==> src/rtl/ipsxe_fft_rst_pkg.sv <==
// Shared state encoding and counter sizing for the sequenced reset generator.
package ipsxe_fft_rst_pkg;

    typedef enum logic [1:0] {
        ST_ASSERT  = 2'd0,
        ST_HOLD    = 2'd1,
        ST_RELEASE = 2'd2,
        ST_DONE    = 2'd3
    } rstState_e;

    // The counter must hold the largest of the hold and gap limits without wrapping.
    function automatic int cntWidth(input int holdCyc, input int gapCyc);
        int maxCyc;
        maxCyc = (holdCyc > gapCyc) ? holdCyc : gapCyc;
        return $clog2(maxCyc + 1);
    endfunction

endpackage

==> src/rtl/ipsxe_fft_rst_sync_cell.sv <==
// One reset-request synchroniser: shifts in ones, cleared whenever its source is sampled low.
module ipsxe_fft_rst_sync_cell
    import ipsxe_fft_rst_pkg::*;
#(
    parameter int STAGES = 2
) (
    input  logic i_clk,
    input  logic i_rst,
    input  logic i_arstn,
    output logic o_sync
);

    logic [STAGES-1:0] chain_q;

    // A single low sample wipes the whole chain so the request can never be missed downstream.
    always_ff @(posedge i_clk) begin
        if (i_rst || !i_arstn) begin
            chain_q <= '0;
        end else begin
            chain_q <= {chain_q[STAGES-2:0], 1'b1};
        end
    end

    assign o_sync = chain_q[STAGES-1];

endmodule

==> src/rtl/ipsxe_fft_rst_seq.sv <==
// Sequenced reset release: holds all outputs in reset until the requests stay quiet, then frees them in order.
// Optional release-event counter output o_rst_cnt is enabled with IPSXE_FFT_RST_SEQ_CNT_EN.
module ipsxe_fft_rst_seq
    import ipsxe_fft_rst_pkg::*;
#(
    parameter int N_SRC       = 2,
    parameter int SYNC_STAGES = 2,
    parameter int HOLD_CYC    = 16,
    parameter int N_OUT       = 4,
    parameter int GAP_CYC     = 4
) (
    input  logic             i_clk,
    input  logic             i_rst,
    input  logic [N_SRC-1:0] i_arstn_src,
    output logic [N_OUT-1:0] o_rstn,
    output logic             o_done
`ifdef IPSXE_FFT_RST_SEQ_CNT_EN
    ,
    output logic [7:0]       o_rst_cnt
`endif
);

    localparam int            CW        = cntWidth(HOLD_CYC, GAP_CYC);
    localparam logic [CW-1:0] HOLD_LAST = CW'(HOLD_CYC);
    localparam logic [CW-1:0] GAP_LAST  = (GAP_CYC > 0) ? CW'(GAP_CYC - 1) : '0;

    logic [N_SRC-1:0] srcSync;
    logic             reqActive;
    rstState_e        state_q;
    logic [CW-1:0]    cnt_q;
    logic [N_OUT-1:0] rstn_q;
    logic             done_q;
    logic [N_OUT-1:0] rstn_d;

    for (genvar g = 0; g < N_SRC; g++) begin : gSync
        ipsxe_fft_rst_sync_cell #(
            .STAGES (SYNC_STAGES)
        ) uSync (
            .i_clk   (i_clk),
            .i_rst   (i_rst),
            .i_arstn (i_arstn_src[g]),
            .o_sync  (srcSync[g])
        );
    end

    assign reqActive = ~&srcSync;

    // Outputs form a thermometer code, so the next release is just a shift-in of one more bit.
    always_comb begin
        rstn_d    = rstn_q;
        rstn_d[0] = 1'b1;
        for (int k = 1; k < N_OUT; k++) begin
            rstn_d[k] = rstn_q[k-1];
        end
    end

    always_ff @(posedge i_clk) begin
        if (i_rst || reqActive) begin
            state_q <= ST_ASSERT;
            cnt_q   <= '0;
            rstn_q  <= '0;
            done_q  <= 1'b0;
        end else begin
            case (state_q)
                ST_ASSERT: begin
                    state_q <= ST_HOLD;
                    cnt_q   <= '0;
                end
                ST_HOLD: begin
                    if (cnt_q == HOLD_LAST) begin
                        cnt_q <= '0;
                        if (GAP_CYC == 0 || N_OUT == 1) begin
                            rstn_q  <= '1;
                            done_q  <= 1'b1;
                            state_q <= ST_DONE;
                        end else begin
                            rstn_q  <= rstn_d;
                            state_q <= ST_RELEASE;
                        end
                    end else begin
                        cnt_q <= cnt_q + 1'b1;
                    end
                end
                ST_RELEASE: begin
                    if (cnt_q == GAP_LAST) begin
                        cnt_q  <= '0;
                        rstn_q <= rstn_d;
                        if (&rstn_d) begin
                            done_q  <= 1'b1;
                            state_q <= ST_DONE;
                        end
                    end else begin
                        cnt_q <= cnt_q + 1'b1;
                    end
                end
                ST_DONE: begin
                    state_q <= ST_DONE;
                end
            endcase
        end
    end

    assign o_rstn = rstn_q;
    assign o_done = done_q;

`ifdef IPSXE_FFT_RST_SEQ_CNT_EN
    logic [7:0] rstCnt_q;

    // Counts fresh re-entries into reset from any later state; saturates instead of wrapping.
    always_ff @(posedge i_clk) begin
        if (i_rst) begin
            rstCnt_q <= '0;
        end else if (reqActive && state_q != ST_ASSERT && rstCnt_q != 8'hFF) begin
            rstCnt_q <= rstCnt_q + 8'd1;
        end
    end

    assign o_rst_cnt = rstCnt_q;
`endif

endmodule

==> config.mk <==
export PLATFORM = sky130hd
export DESIGN_NAME = ipsxe_fft_rst_seq
export DESIGN_NICKNAME = d
export VERILOG_FILES = /design/src/rtl/ipsxe_fft_rst_pkg.sv /design/src/rtl/ipsxe_fft_rst_sync_cell.sv /design/src/rtl/ipsxe_fft_rst_seq.sv
export SDC_FILE = /design/constraint.sdc
export NUM_CORES = 1
export LEC_CHECK = 0
export BUFFER_PORTS_ARGS = -buffer_cell sky130_fd_sc_hd__buf_2
export CORE_UTILIZATION = 45
export CTS_CLUSTER_DIAMETER = 60
export DETAILED_ROUTE_END_ITERATION = 10
export PLACE_DENSITY = 0.75
export SKIP_CTS_REPAIR_TIMING = 1
export SLEW_MARGIN = 20
export SYNTH_ARGS = -nofsm -noshare
export SYNTH_HDL_FRONTEND = slang
export SYNTH_SLANG_ARGS = --single-unit
==> constraint.sdc <==
create_clock -name i_clk -period 1.9 [get_ports i_clk]
set_clock_uncertainty 0.2 [all_clocks]
set_input_delay 0.57 -clock i_clk [delete_from_list [all_inputs] [get_ports i_clk]]
set_output_delay 0.57 -clock i_clk [all_outputs]
set_load 0.05 [all_outputs]
======== Yosys cells after proc, flatten, opt, wreduce, memory -nomap -nowiden ========
Cells that the tools add are included.
operators by class
  add/sub/neg operators ................... 1
  equal/unequal tests ..................... 8
  mux-type cells .......................... 12
  reductions and logical operators ........ 14
operators with widths
  kind                 number
  $pmux 5 s3           1
  $mux 5               2
  $reduce_and 3->1     3
  $mux 4               2
  $pmux 2 s4           1
  $pmux 4 s2           1
  $mux 2               3
  $ne 2x2->1 const B   3
  $add 5x1->5 const B  1
  $eq 5x2->1 const B   1
  $eq 5x5->1 const B   1
  $reduce_and 5->1     1
  $eq 2x2->1 const B   2
  $logic_not 1->1      3
  $logic_or 1x1->1     3
  $reduce_bool 3->1    1
  $eq 2x1->1 const B   1
  $logic_not 2->1      1
  $mux 1               2
  $reduce_and 2->1     1
  $reduce_bool 2->1    1
word-level totals
  register bits after elaboration ......... 16
  bits of input ports ..................... 4
  output and inout port bits .............. 5
  word-level logic and storage cells ...... 43

======== Logic depth before layout (Yosys ltp) ========
Gate-level depths: netlist of run 1.
  word-level depth ........................ 4
  depth in mapped cells ................... 6
  depth with buffers taken out ............ 6

======== By module ========
A second synthesis of run 1 with hierarchy kept.
second synthesis, totals
  cell total of the unflattened synthesis .. 88
  area total of the unflattened synthesis .. 774.5 µm²
modules (own cells, without submodules)
  module                   times used  cells each  area an instance (µm²)  seq. area each (µm²)
  ipsxe_fft_rst_seq        1           80          664.4                   240.2
  ipsxe_fft_rst_sync_cell  2           4           55.1                    40.0

======== Least setup slack after synthesis of run 1 ========
OpenSTA, ideal clock, no wires.
  path kind ............................... register to register
  from .................................... register rstn_q[0], in the netlist o_rstn[0]
  to ...................................... register state_q[0]
  setup time .............................. 70 ps
  arrival time ............................ 1384 ps
  data required time ...................... 1630 ps
  slack ................................... 246 ps
  cell stages (with the launch flop) ...... 5
  path buffers ............................ 0
  period minus slack after synthesis ...... 1654 ps
  cell sequence ........................... dfxtp_1 > and3_1 > a21boi_1 > or3_1 > a21oi_1
on the way
  cells in the longest elaborated chain, start to end .. 3
ends and longest elaborated chain
  what                               RTL line                 text
  start, declared                    ipsxe_fft_rst_seq.sv:31  logic [N_OUT-1:0] rstn_q;
  start signal, assigned             ipsxe_fft_rst_seq.sv:77  rstn_q <= rstn_d;
  start signal, assigned             ipsxe_fft_rst_seq.sv:87  rstn_q <= rstn_d;
  $reduce_and 3->1                   ipsxe_fft_rst_seq.sv:88  if (&rstn_d) begin
  $ne 2x2->1 (no source line)        n/a
  $reduce_and 3->1 (no source line)  n/a
  end signal, assigned               ipsxe_fft_rst_seq.sv:78  state_q <= ST_RELEASE;
  end signal, assigned               ipsxe_fft_rst_seq.sv:90  state_q <= ST_DONE;
  end signal, assigned               ipsxe_fft_rst_seq.sv:97  state_q <= ST_DONE;
  end, declared                      ipsxe_fft_rst_seq.sv:29  rstState_e state_q;
No other way between the ends.
A chain may end at the register's enable or synchronous reset.

======== Worst setup path after layout of run 1 ========
  from .................................... register cnt_q[1]
  to ...................................... register state_q[0]
on the way
  cells in the longest elaborated chain, start to end .. 3
  elaborated cells on any way between the ends .. 5
  those cells by class .................... eq/ne (4); reduce/logical (1)
ends and longest elaborated chain
  what                                             RTL line                                          text
  start, declared                                  ipsxe_fft_rst_seq.sv:30                           logic [CW-1:0] cnt_q;
  start signal, assigned                           ipsxe_fft_rst_seq.sv:81                           cnt_q <= cnt_q + 1'b1;
  start signal, assigned                           ipsxe_fft_rst_seq.sv:93                           cnt_q <= cnt_q + 1'b1;
  $eq 5x2->1 / $eq 5x5->1 (equally long branches)  ipsxe_fft_rst_seq.sv:85, ipsxe_fft_rst_seq.sv:70
  $ne 2x2->1 (no source line)                      n/a
  $reduce_and 3->1 (no source line) (*)            n/a
Mark *: on every way between the ends. The rest lies on a longest branch, timed or not.

==> results of run 1 <==
-- power breakdown --
part,internal (mW),switching (mW)
registers,0.338,0.000825
logic,0.00405,0.00269
clock network,0.0732,0.0953
-- layout make-up --
cell class / instances / area [µm²]
Inverter: 4 / 15.0
Tap cell: 16 / 20.0
Timing Repair Buffer: 9 / 47.5
Sequential cell: 16 / 322
Multi-Input combinational cell: 64 / 438
Fill cell: 141 / 694
Clock buffer: 3 / 22.5
-- metal layers --
layer | vias to the layer above | track usage (%) | wire length, µm | part of all wire, %
met5 | - | 0 | 0 | 0
met4 | 0 | 7.50 | 21 | 1.6
met3 | 2 | 2.50 | 24 | 1.9
met2 | 5 | 26.3 | 572 | 44
met1 | 285 | 21.6 | 671 | 52
li1 | 316 | - | - | -
-- worst reg2reg max path: cells and delay by family, from the launching register on --
kind                       cells  cell delay, ns
and+or+nand+nor                2            0.61
DFF                            1            0.39
adders and majority gates      1            0.23
AOI/OAI and AO/OA              2            0.28
-- cells in the final DEF, fill, tap and decap left out --
cell type and instances:
nand3_1 4, nor2b_2 1, nor3_1 2, nand3b_1 2, nor4b_4 1, nor2b_1 2
nor2_1 4, o21ai_0 2, inv_1 4, o221ai_1 1, a21boi_1 1, or2_2 1
or3_1 2, buf_4 1, and3_1 1, a31oi_1 3, and4bb_1 1, ha_1 7
nand2_1 14, a21oi_1 5, clkbuf_4 3, and2_1 3, nor2_2 1, dfxtp_2 1
o21a_1 1, mux2i_1 4, buf_2 8, o22ai_2 1, dfxtp_1 15
-- metrics by stage --
step	util (%)	cell area, µm²	hold slack, ns	setup TNS [ns]	power (mW)
finish	55.5	865	0.237	0	0.514
global route	55.5	865	0.275	-0.00173	0.536
CTS	54.9	856	0.242	0	0.524
detailed placement	53.5	833	0.221	0	0.354
global placement	53.5	833	0.213	0	0.354
floorplan	-	781	0.206	0	0.350
-- worst paths after layout --
| kind | start | to | slack (ns) | depth (start not counted) |
|---|---|---|---|---|
| worst min-delay path | gSync[0].uSync.chain_q[0] | gSync[0].uSync.chain_q[1] | 0.24 | 1 |
| worst min register to register | gSync[0].uSync.chain_q[0] | gSync[0].uSync.chain_q[1] | 0.24 | 1 |
| worst max register to register | cnt_q[1] | state_q[0] | 0.12 | 5 |
| worst max-delay path | cnt_q[1] | state_q[0] | 0.12 | 5 |
-- state kept, by name (all words and copies together) (netlist names) --
name                 count
cnt_q                    5
gSync.uSync.chain_q      4
o_rstn                   4
state_q                  2
o_done                   1
-- cell families after synthesis --
| group | synth area share [%] |
|---|---|
| fa+ha+maj | 11.2 |
| compound gates | 11.5 |
| simple gates | 28.2 |
| mux | 5.13 |
| buf+inv | 2.88 |
| flops | 41.0 |
==> key figures, run 1 <==
Placement
  – PortBufs: 8
  – Placed cells: 108
  – Final HPWL DP: 939 µm
  – Setup slack at placement: 0.116 ns
  – Placer Congestion: 0.676

Logic synthesis
  – Post-synth top cells: dfxtp_1, nand2_1, ha_1
  – Top-count cell post-synth: dfxtp_1
  – Post-synth cell types: 26
  – Post-synth ARST share: 0%
  – Post-synth top area share: 41.0%
  – Register area share after synthesis: 41.0%
  – Syn nets: 97
  – Post-Syn Instances: 86
  – Synthesis-stage register bit count: 16
  – Yosys warnings: 0
  – Post-synth EDFFs: 0
  – Top_reg_cell synth: dfxtp_1
  – Yosys top cell by area: dfxtp_1
  – Post-Syn Area: 781 µm²
  – Syn_area_per_cell: 9.08 µm²
  – Top post-synthesis cells by area: dfxtp_1, ha_1, nand2_1, mux2i_1, a21oi_1

Global routing
  – Total gr overflow: 0
  – Largest net degree at the start of global routing: 11
  – Initial antenna violation count: 0
  – First-pass GRT wire length: 2.30 mm
  – Gr usage total: 16.4%
  – Vias in the first global route: 545

Clock tree
  – CTS max path bufs: 2
  – Clock-pin slew on the worst setup and hold paths: 0.09 ns
  – Clk sinks: 16
  – Skew-Pair Late Insertion Delay: 0.27 ns
  – CTS tree: yes
  – H-tree levels: 1
  – Clk root buf: clkbuf_4
  – CTS buffer count: 3

Power
  – PD cells: 595 nW/µm²
  – Leak: 0.328 nW
  – Max VDD drop: 0.670 mV

STA
  – Hold Violations, Final: 0
  – Worst-Margin Slew: 0.327 ns
  – F_max: 0.561 GHz
  – Period minus WS final: 1.78 ns
  – Tcrit/Tclk final: 93.7%
  – Final setup viols: 0
  – Pins Over Slew Limit: 0
  – Relative slew slack: 78.2%
  – Final worst slack: 0.119 ns

Final layout
  – Area Growth Syn to Fin: 10.7%
  – Fin nets: 109
  – Fin cells: 112
  – Share of layout cells above drive strength 1: 18.8%
  – Ant. Diodes: 0

Die
  – Core Area: 1560 µm²
  – Die Span Y: 43.7 µm
  – Die X: 43.7 µm
  – Cell row count: 14
  – Die ar.: 1910 µm²
  – Starting Density: 50.1%
  – Top Ports: 9

Worst setup path
  – WP data arrival: 1.78 ns
  – Crit-path cells: ha_1 -> nor4b_4 -> a21boi_1 -> or3_1 -> a21oi_1
  – CP Launch Type: flip-flop
  – Slowest-stage cell, CP: dfxtp_1
  – Max FO, Critical Path: 4
  – Crit path kind: reg -> reg
  – CP endpoint kind: flip-flop
  – Cell family with most CP delay: simple AND/OR/NAND/NOR gates
  – CP bufs+invs: 0
  – Worst EP required: 1.90 ns
  – Max incr delay on CP: 0.39 ns

Drt
  – DRC errors left: 0
  – DR vias: 608
  – DRT Pass-1 Iters: 4
  – DR WL/cell: 11.5 µm
  – Final ANT Viol Nets: 0
  – Initial DRC Count: 13
  – Routed WL: 1.29 mm
  – DR vias/cell: 5.43

Flow run
  – Max-Cap Viols: 0

Outcome
  – Status: finished, final reports clean

Hold path
  – Hold/Removal Path Class: reg -> reg
Note: power is estimated with default switching activity, not from simulation.
==> inputs of run 2 (changes only) <==
==> constraint.sdc (replaced) <==
create_clock -name i_clk -period 1.95 [get_ports i_clk]
set_clock_uncertainty 0.2 [all_clocks]
set_input_delay 0.585 -clock i_clk [delete_from_list [all_inputs] [get_ports i_clk]]
set_output_delay 0.585 -clock i_clk [all_outputs]
set_load 0.05 [all_outputs]
==> key figures, run 2 (synthesized netlist as in run 1, its figures left out) <==
Outcome
  – Status: finished, final reports clean

Drt
  – DR vias/cell: 5.43
  – Final ANT Viol Nets: 0
  – DRT Pass-1 Iters: 4
  – DR WL/cell: 11.5 µm
  – Routed WL: 1.29 mm
  – DRC errors left: 0
  – Initial DRC Count: 13
  – DR vias: 608

Die
  – Core Area: 1560 µm²
  – Cell row count: 14
  – Die ar.: 1910 µm²
  – Starting Density: 50.1%
  – Top Ports: 9
  – Die Span Y: 43.7 µm
  – Die X: 43.7 µm

Final layout
  – FILL cells: 141
  – Ant. Diodes: 0
  – Multi-input logic area: 438 µm²
  – Area Growth Syn to Fin: 10.6%
  – Most common cell after layout, fill and taps aside: dfxtp_1
  – Fin cells: 112
  – Fin nets: 109
  – Max FFs per register: 5
  – Final Instance Area: 863 µm²
  – Commonest cells after routing, fill and taps aside: dfxtp_1, nand2_1, buf_2, ha_1, a21oi_1
  – Share of layout cells above drive strength 1: 17.7%
  – Top reg by flops: cnt_q
  – Register area: 320 µm²

Clock tree
  – H-tree levels: 1
  – Clk root buf: clkbuf_4
  – Skew-Pair Late Insertion Delay: 0.27 ns
  – Clock-pin slew on the worst setup and hold paths: 0.09 ns
  – Clk sinks: 16
  – CTS tree: yes
  – CTS buffer count: 3
  – CTS max path bufs: 2

STA
  – Final setup viols: 0
  – Relative slew slack: 78.2%
  – RSZ-0062 raised after global routing: false
  – Hold Violations, Final: 0
  – Final worst slack: 0.148 ns
  – Tcrit/Tclk final: 92.4%
  – Period minus WS final: 1.80 ns
  – Pins Over Slew Limit: 0
  – Worst-Margin Slew: 0.327 ns
  – Setup TNS: 0 ns
  – F_max: 0.555 GHz

Worst setup path
  – WP data arrival: 1.80 ns
  – Worst EP required: 1.95 ns
  – CP endpoint kind: flip-flop
  – CP Launch Type: flip-flop
  – Max FO, Critical Path: 5
  – Crit path kind: reg -> reg

Global routing
  – Total gr overflow: 0
  – Vias in the first global route: 545
  – Gr usage total: 16.4%
  – Largest net degree at the start of global routing: 11
  – Initial antenna violation count: 0
  – First-pass GRT wire length: 2.30 mm

Power
  – Clk pwr share: 32.7%
  – Leak: 0.327 nW
  – Max VDD drop: 0.652 mV
  – Seq pwr share: 65.9%
  – Comb power frac: 1.3%
  – Power Total: 0.501 mW
  – Internal power: 0.405 mW
  – Sw frac: 19.2%
  – PD cells: 581 nW/µm²
  – Switching Power: 0.0963 mW

Placement
  – Setup slack at placement: 0.166 ns
  – Placed cells: 108
  – Final HPWL DP: 939 µm
  – PortBufs: 8
  – Placer Congestion: 0.676
  – Cell area after placement: 833 µm²

Hold path
  – Hold/Removal Path Class: reg -> reg

Flow run
  – Max-Cap Viols: 0
run 2: cell counts in the layout (fill, tap and decap cells not counted):
No cell type changed its count.
run 2: final timing paths:
kind	slack (ns)	end	cells past startpoint	from
max	0.15	state_q[0]	5	cnt_q[0]
min	0.24	gSync[0].uSync.chain_q[1]	1	gSync[0].uSync.chain_q[0]
max reg2reg	0.15	state_q[0]	5	cnt_q[0]
min reg2reg	0.24	gSync[0].uSync.chain_q[1]	1	gSync[0].uSync.chain_q[0]
run 2: area by class of cell:
| type | instances | share of cell area (%) |
|---|---|---|
| Multi-Input combinational cell | 64 | 50.7 |
| Sequential cell | 16 | 37.1 |
| Timing Repair Buffer | 9 | 5.51 |
| Clock buffer | 3 | 2.61 |
| Tap cell | 16 | 2.32 |
| Inverter | 4 | 1.74 |
run 2: metrics by stage:
step,util (%),hold WS (ns)
after global routing,55.4,0.275
after detailed placement,53.5,0.221
after CTS,54.9,0.242
final,55.4,0.237
after floorplan,-,0.206
after global placement,53.5,0.213
run 2: metal layers:
metal,up-vias,global-route usage [%],share of wire [%]
li1,316,-,-
met1,285,21.6,52
met2,5,26.3,44
met3,2,2.50,1.9
met4,0,7.50,1.6
met5,-,0,0
run 2: critical path, stage by stage, from the launching register on:
cell and delay (ns):
dfxtp_1 0.40, ha_1 0.23, nor4b_4 0.28, a21boi_1 0.16, or3_1 0.33, a21oi_1 0.12
run 2: power by group through the flow:
stage	combinational [mW]	sequential [mW]	clock, mW
2_1_floorplan	0.00291	0.338	0
3_3_place_gp	0.00639	0.338	0
3_5_place_dp	0.00669	0.338	0
4_1_cts	0.00667	0.331	0.173
5_1_grt	0.00785	0.331	0.183
6_report	0.00657	0.331	0.164
